--- src/rtl/l2_mem_bridge_pkg.sv ---
// Shared constants and FSM encoding for the L2-to-system-memory bridge.
package l2_mem_bridge_pkg;
   localparam int DEF_PADDR_WIDTH    = 56;
   localparam int DEF_LINE_SIZE      = 64;
   localparam int DEF_BUS_DATA_WIDTH = 64;
   localparam int BUS_LEN_WIDTH      = 8;

   typedef enum logic [2:0] {
      ST_IDLE,
      ST_CMD,
      ST_WDATA,
      ST_WRESP,
      ST_RDATA,
      ST_ACK
   } bridge_state_t;

   function automatic int beats_per_line(input int line_size, input int bus_w);
      return (line_size * 8) / bus_w;
   endfunction
endpackage

--- src/rtl/l2_mem_bridge_if.sv ---
// L2 memory-port interface and narrow system-bus interface used by the bridge.
interface l2_mem_if import l2_mem_bridge_pkg::*; #(
   parameter int PADDR_WIDTH = DEF_PADDR_WIDTH,
   parameter int LINE_SIZE   = DEF_LINE_SIZE
) ();
   logic                     mem_req;
   logic                     mem_we;
   logic [PADDR_WIDTH-1:0]   mem_addr;
   logic [LINE_SIZE*8-1:0]   mem_wdata;
   logic                     mem_ack;
   logic [LINE_SIZE*8-1:0]   mem_rdata;
   logic                     mem_error;

   modport master (
      output mem_req, mem_we, mem_addr, mem_wdata,
      input  mem_ack, mem_rdata, mem_error
   );
   modport slave (
      input  mem_req, mem_we, mem_addr, mem_wdata,
      output mem_ack, mem_rdata, mem_error
   );
endinterface

interface sys_bus_if import l2_mem_bridge_pkg::*; #(
   parameter int PADDR_WIDTH    = DEF_PADDR_WIDTH,
   parameter int BUS_DATA_WIDTH = DEF_BUS_DATA_WIDTH
) ();
   logic                        bus_cmd_valid;
   logic                        bus_cmd_ready;
   logic                        bus_cmd_we;
   logic [PADDR_WIDTH-1:0]      bus_cmd_addr;
   logic [BUS_LEN_WIDTH-1:0]    bus_cmd_len;
   logic                        bus_wvalid;
   logic                        bus_wready;
   logic [BUS_DATA_WIDTH-1:0]   bus_wdata;
   logic                        bus_wlast;
   logic                        bus_bvalid;
   logic                        bus_berr;
   logic                        bus_rvalid;
   logic                        bus_rready;
   logic [BUS_DATA_WIDTH-1:0]   bus_rdata;
   logic                        bus_rlast;
   logic                        bus_rerr;

   modport master (
      output bus_cmd_valid, bus_cmd_we, bus_cmd_addr, bus_cmd_len,
             bus_wvalid, bus_wdata, bus_wlast, bus_rready,
      input  bus_cmd_ready, bus_wready, bus_bvalid, bus_berr,
             bus_rvalid, bus_rdata, bus_rlast, bus_rerr
   );
   modport slave (
      input  bus_cmd_valid, bus_cmd_we, bus_cmd_addr, bus_cmd_len,
             bus_wvalid, bus_wdata, bus_wlast, bus_rready,
      output bus_cmd_ready, bus_wready, bus_bvalid, bus_berr,
             bus_rvalid, bus_rdata, bus_rlast, bus_rerr
   );
endinterface

--- src/rtl/l2_mem_bridge_line_beat_buffer.sv ---
// Read-line assembly register: one beat-wide slot written per accepted read beat.
module l2_mem_bridge_line_beat_buffer import l2_mem_bridge_pkg::*; #(
   parameter int BEATS          = 8,
   parameter int BUS_DATA_WIDTH = DEF_BUS_DATA_WIDTH,
   parameter int CNT_W          = 3
) (
   input  logic                                   clk,
   input  logic                                   rst,
   input  logic                                   beat_we,
   input  logic [CNT_W-1:0]                       beat_idx,
   input  logic [BUS_DATA_WIDTH-1:0]              beat_wdata,
   output logic [BEATS-1:0][BUS_DATA_WIDTH-1:0]   line
);
   logic [BEATS-1:0][BUS_DATA_WIDTH-1:0] line_q, line_d;

   always_comb begin
      line_d = line_q;
      for (int b = 0; b < BEATS; b++) begin
         if (beat_we && (beat_idx == CNT_W'(b))) line_d[b] = beat_wdata;
      end
   end

   always_ff @(posedge clk or posedge rst) begin
      if (rst) line_q <= '0;
      else     line_q <= line_d;
   end

   assign line = line_q;
endmodule

--- src/rtl/l2_mem_bridge.sv ---
// Converts one L2 line read/write into a fixed-length burst on the narrow memory bus.
module l2_mem_bridge import l2_mem_bridge_pkg::*; #(
   parameter int PADDR_WIDTH    = DEF_PADDR_WIDTH,
   parameter int LINE_SIZE      = DEF_LINE_SIZE,
   parameter int BUS_DATA_WIDTH = DEF_BUS_DATA_WIDTH
) (
   input  logic      clk,
   input  logic      rst,
   l2_mem_if.slave   l2,
   sys_bus_if.master bus
);
   localparam int BEATS = beats_per_line(LINE_SIZE, BUS_DATA_WIDTH);
   localparam int CNT_W = (BEATS > 1) ? $clog2(BEATS) : 1;
   localparam logic [CNT_W-1:0]         LAST_BEAT  = CNT_W'(BEATS - 1);
   localparam logic [PADDR_WIDTH-1:0]   ALIGN_MASK = ~PADDR_WIDTH'(LINE_SIZE - 1);

   bridge_state_t                          state_q, state_d;
   logic [CNT_W-1:0]                       cnt_q, cnt_d;
   logic                                   err_q, err_d;
   logic                                   drop_q, drop_d;
   logic                                   we_q, we_d;
   logic [PADDR_WIDTH-1:0]                 addr_q, addr_d;
   logic [BEATS-1:0][BUS_DATA_WIDTH-1:0]   wline_q, wline_d;
   logic [BEATS-1:0][BUS_DATA_WIDTH-1:0]   rline;
   logic                                   rbeat_we;

   always_comb begin
      state_d  = state_q;
      cnt_d    = cnt_q;
      err_d    = err_q;
      drop_d   = drop_q;
      we_d     = we_q;
      addr_d   = addr_q;
      wline_d  = wline_q;
      rbeat_we = 1'b0;
      case (state_q)
         ST_IDLE: if (l2.mem_req) begin
            we_d   = l2.mem_we;
            addr_d = l2.mem_addr & ALIGN_MASK;
            if (l2.mem_we) wline_d = l2.mem_wdata;
            cnt_d   = '0;
            err_d   = 1'b0;
            drop_d  = 1'b0;
            state_d = ST_CMD;
         end
         ST_CMD: if (bus.bus_cmd_ready) state_d = we_q ? ST_WDATA : ST_RDATA;
         ST_WDATA: if (bus.bus_wready) begin
            if (cnt_q == LAST_BEAT) state_d = ST_WRESP;
            else                    cnt_d   = cnt_q + 1'b1;
         end
         ST_WRESP: if (bus.bus_bvalid) begin
            err_d   = bus.bus_berr;
            state_d = ST_ACK;
         end
         ST_RDATA: if (bus.bus_rvalid) begin
            if (bus.bus_rerr) err_d = 1'b1;
            // After an over-long burst the line is complete; drain until rlast.
            if (drop_q) begin
               if (bus.bus_rlast) state_d = ST_ACK;
            end else begin
               rbeat_we = 1'b1;
               if (bus.bus_rlast) begin
                  if (cnt_q != LAST_BEAT) err_d = 1'b1;
                  state_d = ST_ACK;
               end else if (cnt_q == LAST_BEAT) begin
                  err_d  = 1'b1;
                  drop_d = 1'b1;
               end else begin
                  cnt_d = cnt_q + 1'b1;
               end
            end
         end
         ST_ACK:  state_d = ST_IDLE;
         default: state_d = ST_IDLE;
      endcase
   end

   always_ff @(posedge clk or posedge rst) begin
      if (rst) begin
         state_q <= ST_IDLE;
         cnt_q   <= '0;
         err_q   <= 1'b0;
         drop_q  <= 1'b0;
         we_q    <= 1'b0;
         addr_q  <= '0;
         wline_q <= '0;
      end else begin
         state_q <= state_d;
         cnt_q   <= cnt_d;
         err_q   <= err_d;
         drop_q  <= drop_d;
         we_q    <= we_d;
         addr_q  <= addr_d;
         wline_q <= wline_d;
      end
   end

   l2_mem_bridge_line_beat_buffer #(
      .BEATS(BEATS), .BUS_DATA_WIDTH(BUS_DATA_WIDTH), .CNT_W(CNT_W)
   ) u_rbuf (
      .clk        (clk),
      .rst        (rst),
      .beat_we    (rbeat_we),
      .beat_idx   (cnt_q),
      .beat_wdata (bus.bus_rdata),
      .line       (rline)
   );

   // Command and write-beat fields are gated by state so every output idles at 0.
   assign bus.bus_cmd_valid = (state_q == ST_CMD);
   assign bus.bus_cmd_we    = bus.bus_cmd_valid & we_q;
   assign bus.bus_cmd_addr  = bus.bus_cmd_valid ? addr_q : '0;
   assign bus.bus_cmd_len   = bus.bus_cmd_valid ? BUS_LEN_WIDTH'(BEATS - 1) : '0;
   assign bus.bus_wvalid    = (state_q == ST_WDATA);
   assign bus.bus_wdata     = bus.bus_wvalid ? wline_q[cnt_q] : '0;
   assign bus.bus_wlast     = bus.bus_wvalid && (cnt_q == LAST_BEAT);
   assign bus.bus_rready    = (state_q == ST_RDATA);
   assign l2.mem_ack        = (state_q == ST_ACK);
   assign l2.mem_error      = l2.mem_ack & err_q;
   assign l2.mem_rdata      = rline;
endmodule

--- src/flat_wrapper.sv ---
// flat-port wrapper written by rule: the top's interface ports become plain ports
module l2_mem_bridge_flat import l2_mem_bridge_pkg::*;
#(
   parameter int PADDR_WIDTH    = DEF_PADDR_WIDTH,
   parameter int LINE_SIZE      = DEF_LINE_SIZE,
   parameter int BUS_DATA_WIDTH = DEF_BUS_DATA_WIDTH
)
  (clk, rst, l2_mem_req, l2_mem_we, l2_mem_addr, l2_mem_wdata, l2_mem_ack, l2_mem_rdata, l2_mem_error, bus_bus_cmd_valid, bus_bus_cmd_we, bus_bus_cmd_addr, bus_bus_cmd_len, bus_bus_wvalid, bus_bus_wdata, bus_bus_wlast, bus_bus_rready, bus_bus_cmd_ready, bus_bus_wready, bus_bus_bvalid, bus_bus_berr, bus_bus_rvalid, bus_bus_rdata, bus_bus_rlast, bus_bus_rerr);
  l2_mem_if #(.PADDR_WIDTH(PADDR_WIDTH), .LINE_SIZE(LINE_SIZE)) l2_i ();
  sys_bus_if #(.PADDR_WIDTH(PADDR_WIDTH), .BUS_DATA_WIDTH(BUS_DATA_WIDTH)) bus_i ();
  input  logic clk;
  input  logic rst;
  input wire logic [$bits(l2_i.mem_req)-1:0] l2_mem_req;
  input wire logic [$bits(l2_i.mem_we)-1:0] l2_mem_we;
  input wire logic [$bits(l2_i.mem_addr)-1:0] l2_mem_addr;
  input wire logic [$bits(l2_i.mem_wdata)-1:0] l2_mem_wdata;
  output wire logic [$bits(l2_i.mem_ack)-1:0] l2_mem_ack;
  output wire logic [$bits(l2_i.mem_rdata)-1:0] l2_mem_rdata;
  output wire logic [$bits(l2_i.mem_error)-1:0] l2_mem_error;
  output wire logic [$bits(bus_i.bus_cmd_valid)-1:0] bus_bus_cmd_valid;
  output wire logic [$bits(bus_i.bus_cmd_we)-1:0] bus_bus_cmd_we;
  output wire logic [$bits(bus_i.bus_cmd_addr)-1:0] bus_bus_cmd_addr;
  output wire logic [$bits(bus_i.bus_cmd_len)-1:0] bus_bus_cmd_len;
  output wire logic [$bits(bus_i.bus_wvalid)-1:0] bus_bus_wvalid;
  output wire logic [$bits(bus_i.bus_wdata)-1:0] bus_bus_wdata;
  output wire logic [$bits(bus_i.bus_wlast)-1:0] bus_bus_wlast;
  output wire logic [$bits(bus_i.bus_rready)-1:0] bus_bus_rready;
  input wire logic [$bits(bus_i.bus_cmd_ready)-1:0] bus_bus_cmd_ready;
  input wire logic [$bits(bus_i.bus_wready)-1:0] bus_bus_wready;
  input wire logic [$bits(bus_i.bus_bvalid)-1:0] bus_bus_bvalid;
  input wire logic [$bits(bus_i.bus_berr)-1:0] bus_bus_berr;
  input wire logic [$bits(bus_i.bus_rvalid)-1:0] bus_bus_rvalid;
  input wire logic [$bits(bus_i.bus_rdata)-1:0] bus_bus_rdata;
  input wire logic [$bits(bus_i.bus_rlast)-1:0] bus_bus_rlast;
  input wire logic [$bits(bus_i.bus_rerr)-1:0] bus_bus_rerr;
  assign l2_i.mem_req = l2_mem_req;
  assign l2_i.mem_we = l2_mem_we;
  assign l2_i.mem_addr = l2_mem_addr;
  assign l2_i.mem_wdata = l2_mem_wdata;
  assign l2_mem_ack = l2_i.mem_ack;
  assign l2_mem_rdata = l2_i.mem_rdata;
  assign l2_mem_error = l2_i.mem_error;
  assign bus_bus_cmd_valid = bus_i.bus_cmd_valid;
  assign bus_bus_cmd_we = bus_i.bus_cmd_we;
  assign bus_bus_cmd_addr = bus_i.bus_cmd_addr;
  assign bus_bus_cmd_len = bus_i.bus_cmd_len;
  assign bus_bus_wvalid = bus_i.bus_wvalid;
  assign bus_bus_wdata = bus_i.bus_wdata;
  assign bus_bus_wlast = bus_i.bus_wlast;
  assign bus_bus_rready = bus_i.bus_rready;
  assign bus_i.bus_cmd_ready = bus_bus_cmd_ready;
  assign bus_i.bus_wready = bus_bus_wready;
  assign bus_i.bus_bvalid = bus_bus_bvalid;
  assign bus_i.bus_berr = bus_bus_berr;
  assign bus_i.bus_rvalid = bus_bus_rvalid;
  assign bus_i.bus_rdata = bus_bus_rdata;
  assign bus_i.bus_rlast = bus_bus_rlast;
  assign bus_i.bus_rerr = bus_bus_rerr;
  l2_mem_bridge #(.PADDR_WIDTH(PADDR_WIDTH), .LINE_SIZE(LINE_SIZE), .BUS_DATA_WIDTH(BUS_DATA_WIDTH)) u_core (.clk(clk), .rst(rst), .l2(l2_i), .bus(bus_i));
endmodule
--- config.mk ---
export PLATFORM = sky130hd
export DESIGN_NAME = l2_mem_bridge_flat
export DESIGN_NICKNAME = d
export VERILOG_FILES = /design/src/rtl/l2_mem_bridge_pkg.sv /design/src/rtl/l2_mem_bridge_if.sv /design/src/rtl/l2_mem_bridge_line_beat_buffer.sv /design/src/rtl/l2_mem_bridge.sv /design/src/flat_wrapper.sv
export SDC_FILE = /design/constraint.sdc
export NUM_CORES = 2
export LEC_CHECK = 0
export BUFFER_PORTS_ARGS = -buffer_cell sky130_fd_sc_hd__buf_4
export CAP_MARGIN = 0
export CORE_AREA = 2 2 501 503
export CTS_CLUSTER_DIAMETER = 120
export DETAILED_ROUTE_END_ITERATION = 10
export DIE_AREA = 0 0 503 505
export GPL_ROUTABILITY_DRIVEN = 0
export GPL_TIMING_DRIVEN = 0
export PLACE_DENSITY = 0.39
export SETUP_SLACK_MARGIN = 0.02
export SYNTH_ARGS = -nofsm -noshare
export SYNTH_HDL_FRONTEND = slang
export SYNTH_HIERARCHICAL = 1
export SYNTH_SLANG_ARGS = --single-unit
export TNS_END_PERCENT = 50
--- constraint.sdc ---
create_clock -name clk -period 22.1 [get_ports clk]
set_input_delay 5.525 -clock clk [delete_from_list [all_inputs] [get_ports clk]]
set_output_delay 5.525 -clock clk [all_outputs]
set_load 0.05 [all_outputs]
==> results.cfg <==
[status]
outcome = finished clean

[detailed_routing]
dr.pass1.iters = 6
antenna_left = 0
drt_wl_total_mm = 216
vias_per_cell = 3.93
vias = 30300
drtIter0Drc = 1295
post-route-drc-count = 0
wl_per_cell_microns = 28.1

[floorplan]
io_pins = 1290
die_width_microns = 503
die_area_sq_um = 254000
rows = 183
coreArea_sq_um = 248000
start_util = 0.182
chipHeight_microns = 505

[setup_path]
cp.buffers_inverters = 3
critical_path.endpoint_type = primary output
crit_type = reg -> out
cp_slowest_stage_delay_ns = 0.85
slowest_stage = dfrtp_1
crit_path_max_fanout = 12
cp-start-kind = flip-flop
critPathArrivalTime_ns = 4.13
path_cells = buf_2 -> buf_1 -> mux4_2 -> nand2_1 -> a21oi_1 -> buf_4
cp_top_family = buffers and inverters
required_ns = 16.58

[clock_tree]
cts_tree = done
cts_hold_buf = 0
cts.reportedPaths.clkPinSlew_ns = 0.05
clock_latency_ns = 0.78
cts_max_path_buffers = 3
cts-resized-gates = 0
cts.sink_count = 1083
root_buffer = clkbuf_16
cts_setup_buffers = 0
htreeDepth = 4
numCtsBuffers = 142

[sta]
setup_tns_ns = 0
drv_slew = 0
min_period_ns = 9.66
maxSlewHeadroom = 0.322
max_clock_freq_mhz = 104
period_share = 0.437
skew_ns = 0.0423
hold_slack_ns = 0.482
hold_violations = 0
worst_slack_ns = 12.44
tightestPinTransition_ns = 1.02
rsz0062_at_grt = no
setup_viol = 0

[grt]
grt_remaining_overflow = 0
grt_pass1_vias = 32400
globalRouteMet1Util = 0.174
grt_use_total = 0.166
grt_max_degree = 120
grt_use_met2 = 0.294
top_usage_layer = met2
grtUsageMet3 = 0.0723
grt_pass1_wl_mm = 289
antenna_found_initial = 95

[layout]
area.growth.synth_to_final_pct = 41.6
fillers = 26200
design_area_sq_um = 64000
layout.nets = 4878
drive_above_1_share = 0.511
final_cells = 7701
utilization = 0.258

[synthesis]
synth_area_sq_um = 45200
ys_warn_count = 6
ys_seq_elements = 1083
yosysMostFrequentCell = dfrtp_1
yosysTopAreaCellShare = 0.599
ys_seq_area_frac = 0.599
async_reset_ff_frac = 1.00
synth_common_cells = dfrtp_1 (1083), mux2_1 (654), mux2_2 (424)
synth_largest_area_cell = dfrtp_1
syn_inst = 2795
synth_edf_count = 0
netlist_top_cells_area = dfrtp_1 (60%), mux2_1 (16%), mux2_2 (11%), mux4_2 (6.4%), buf_6 (1.4%)
synth_ff_type = dfrtp_1
synth.avg_cell_area_sq_um = 16.2
yosys.cell_types.count = 38

[placed_design]
port_buffers = 1272
pre_cts_ws_ns = 12.98
post-dp-hpwl_mm = 171
dp_cells = 7418
dpl_cell_area_sq_um = 59300

[power]
power_density_nw_per_um2 = 144
peakVddDrop_mv = 0.0712
leakage_nw = 30.4
power_mw = 9.24

[run]
maxCapViolations = 0

[min_path]
hold_path.class = reg -> reg
==> worst reg2reg max path, cell delays in order, from the launching register on <==
cell      delay (ns)
dfrtp_1         0.39
clkbuf_1        0.22
nand2b_1        0.27
nor2_1          0.28
nand2_1         0.09
nor2_1          0.72
nand4_2         0.71
buf_2           0.51
mux2_2          0.35
==> layer usage <==
| layer | vias up | part of all wire |
|---|---|---|
| li1 | 13000 | - |
| met4 | 92 | 0.026 |
| met1 | 15800 | 0.36 |
| met5 | - | 0.0027 |
| met2 | 1074 | 0.52 |
| met3 | 322 | 0.096 |
==> layout by cell type, fill, tap and decap left out, drive strengths merged, types with 2 or more instances in the layout <==
| cell type | n |
|---|---|
| a21oi | 67 |
| a22oi | 3 |
| and2 | 52 |
| and3 | 2 |
| and4bb | 3 |
| buf | 1449 |
| bufinv | 3 |
| clkbuf | 225 |
| clkinv | 26 |
| clkinvlp | 3 |
| conb | 11 |
| dfrtp | 1083 |
| diode | 39 |
| ha | 3 |
| inv | 21 |
| mux2 | 1078 |
| mux2i | 4 |
| mux4 | 128 |
| nand2 | 133 |
| nand2b | 5 |
| nand4b | 3 |
| nor2 | 11 |
| nor2b | 3 |
| nor4b | 2 |
| o21ai | 4 |
==> registers in the layout, indices dropped and copies added, names as in the netlist <==
signal and cells:
u_core/addr_q 50, u_core/cnt_q 3, u_core/drop_q 1, u_core/err_q 1, u_core/state_q 3, u_core/u_rbuf/line 512
u_core/we_q 1, u_core/wline_q 512
==> power breakdown <==
group / leakage, nW / internal, mW / total (mW) / switching [mW]
sequential: 13.8 / 2.78 / 3.23 / 0.450
combinational: 14.3 / 1.42 / 3.69 / 2.27
clock: 2.28 / 1.34 / 2.32 / 0.983
total: 30.4 / 5.54 / 9.24 / 3.70
==> path summary, 6_finish.rpt <==
path | end | cells after the start | start | slack, ns
max | bus_bus_wdata[37] | 6 | u_core/cnt_q[1] | 12.44
min | u_core/wline_q[164] | 1 | u_core/wline_q[164] | 0.48
max reg2reg | u_core/u_rbuf/line[493] | 8 | u_core/state_q[1] | 18.42
min reg2reg | u_core/wline_q[164] | 1 | u_core/wline_q[164] | 0.48
max in group asynchronous | u_core/wline_q[491] | 7 | rst | 14.37
min in group asynchronous | u_core/u_rbuf/line[107] | 2 | rst | 4.72
==> cell families after synthesis <==
family                   Yosys count  synth area share
buffers and inverters            200            0.0342
other                              1         0.0000829
flip-flops                      1083             0.599
adder cells (fa/ha/maj)            3          0.000830
AND/OR/NAND/NOR                  219            0.0234
AO/OA/AOI/OAI                     79           0.00921
multiplexers                    1210             0.333
==> final cells by class <==
| type | instances | area [sq um] | area share |
|---|---|---|---|
| sequential | 1083 | 27100 | 0.423 |
| multi-input combinational | 1522 | 16600 | 0.259 |
| timing repair buffer | 1283 | 9850 | 0.154 |
| tap | 3330 | 4170 | 0.0651 |
| clock buffer | 201 | 4080 | 0.0636 |
| buffer | 190 | 1510 | 0.0236 |
| clock inverter | 43 | 574 | 0.00897 |
| antenna | 39 | 97.6 | 0.00152 |
| inverter | 10 | 52.6 | 0.000820 |
Note: power is estimated with default switching activity, not from simulation.
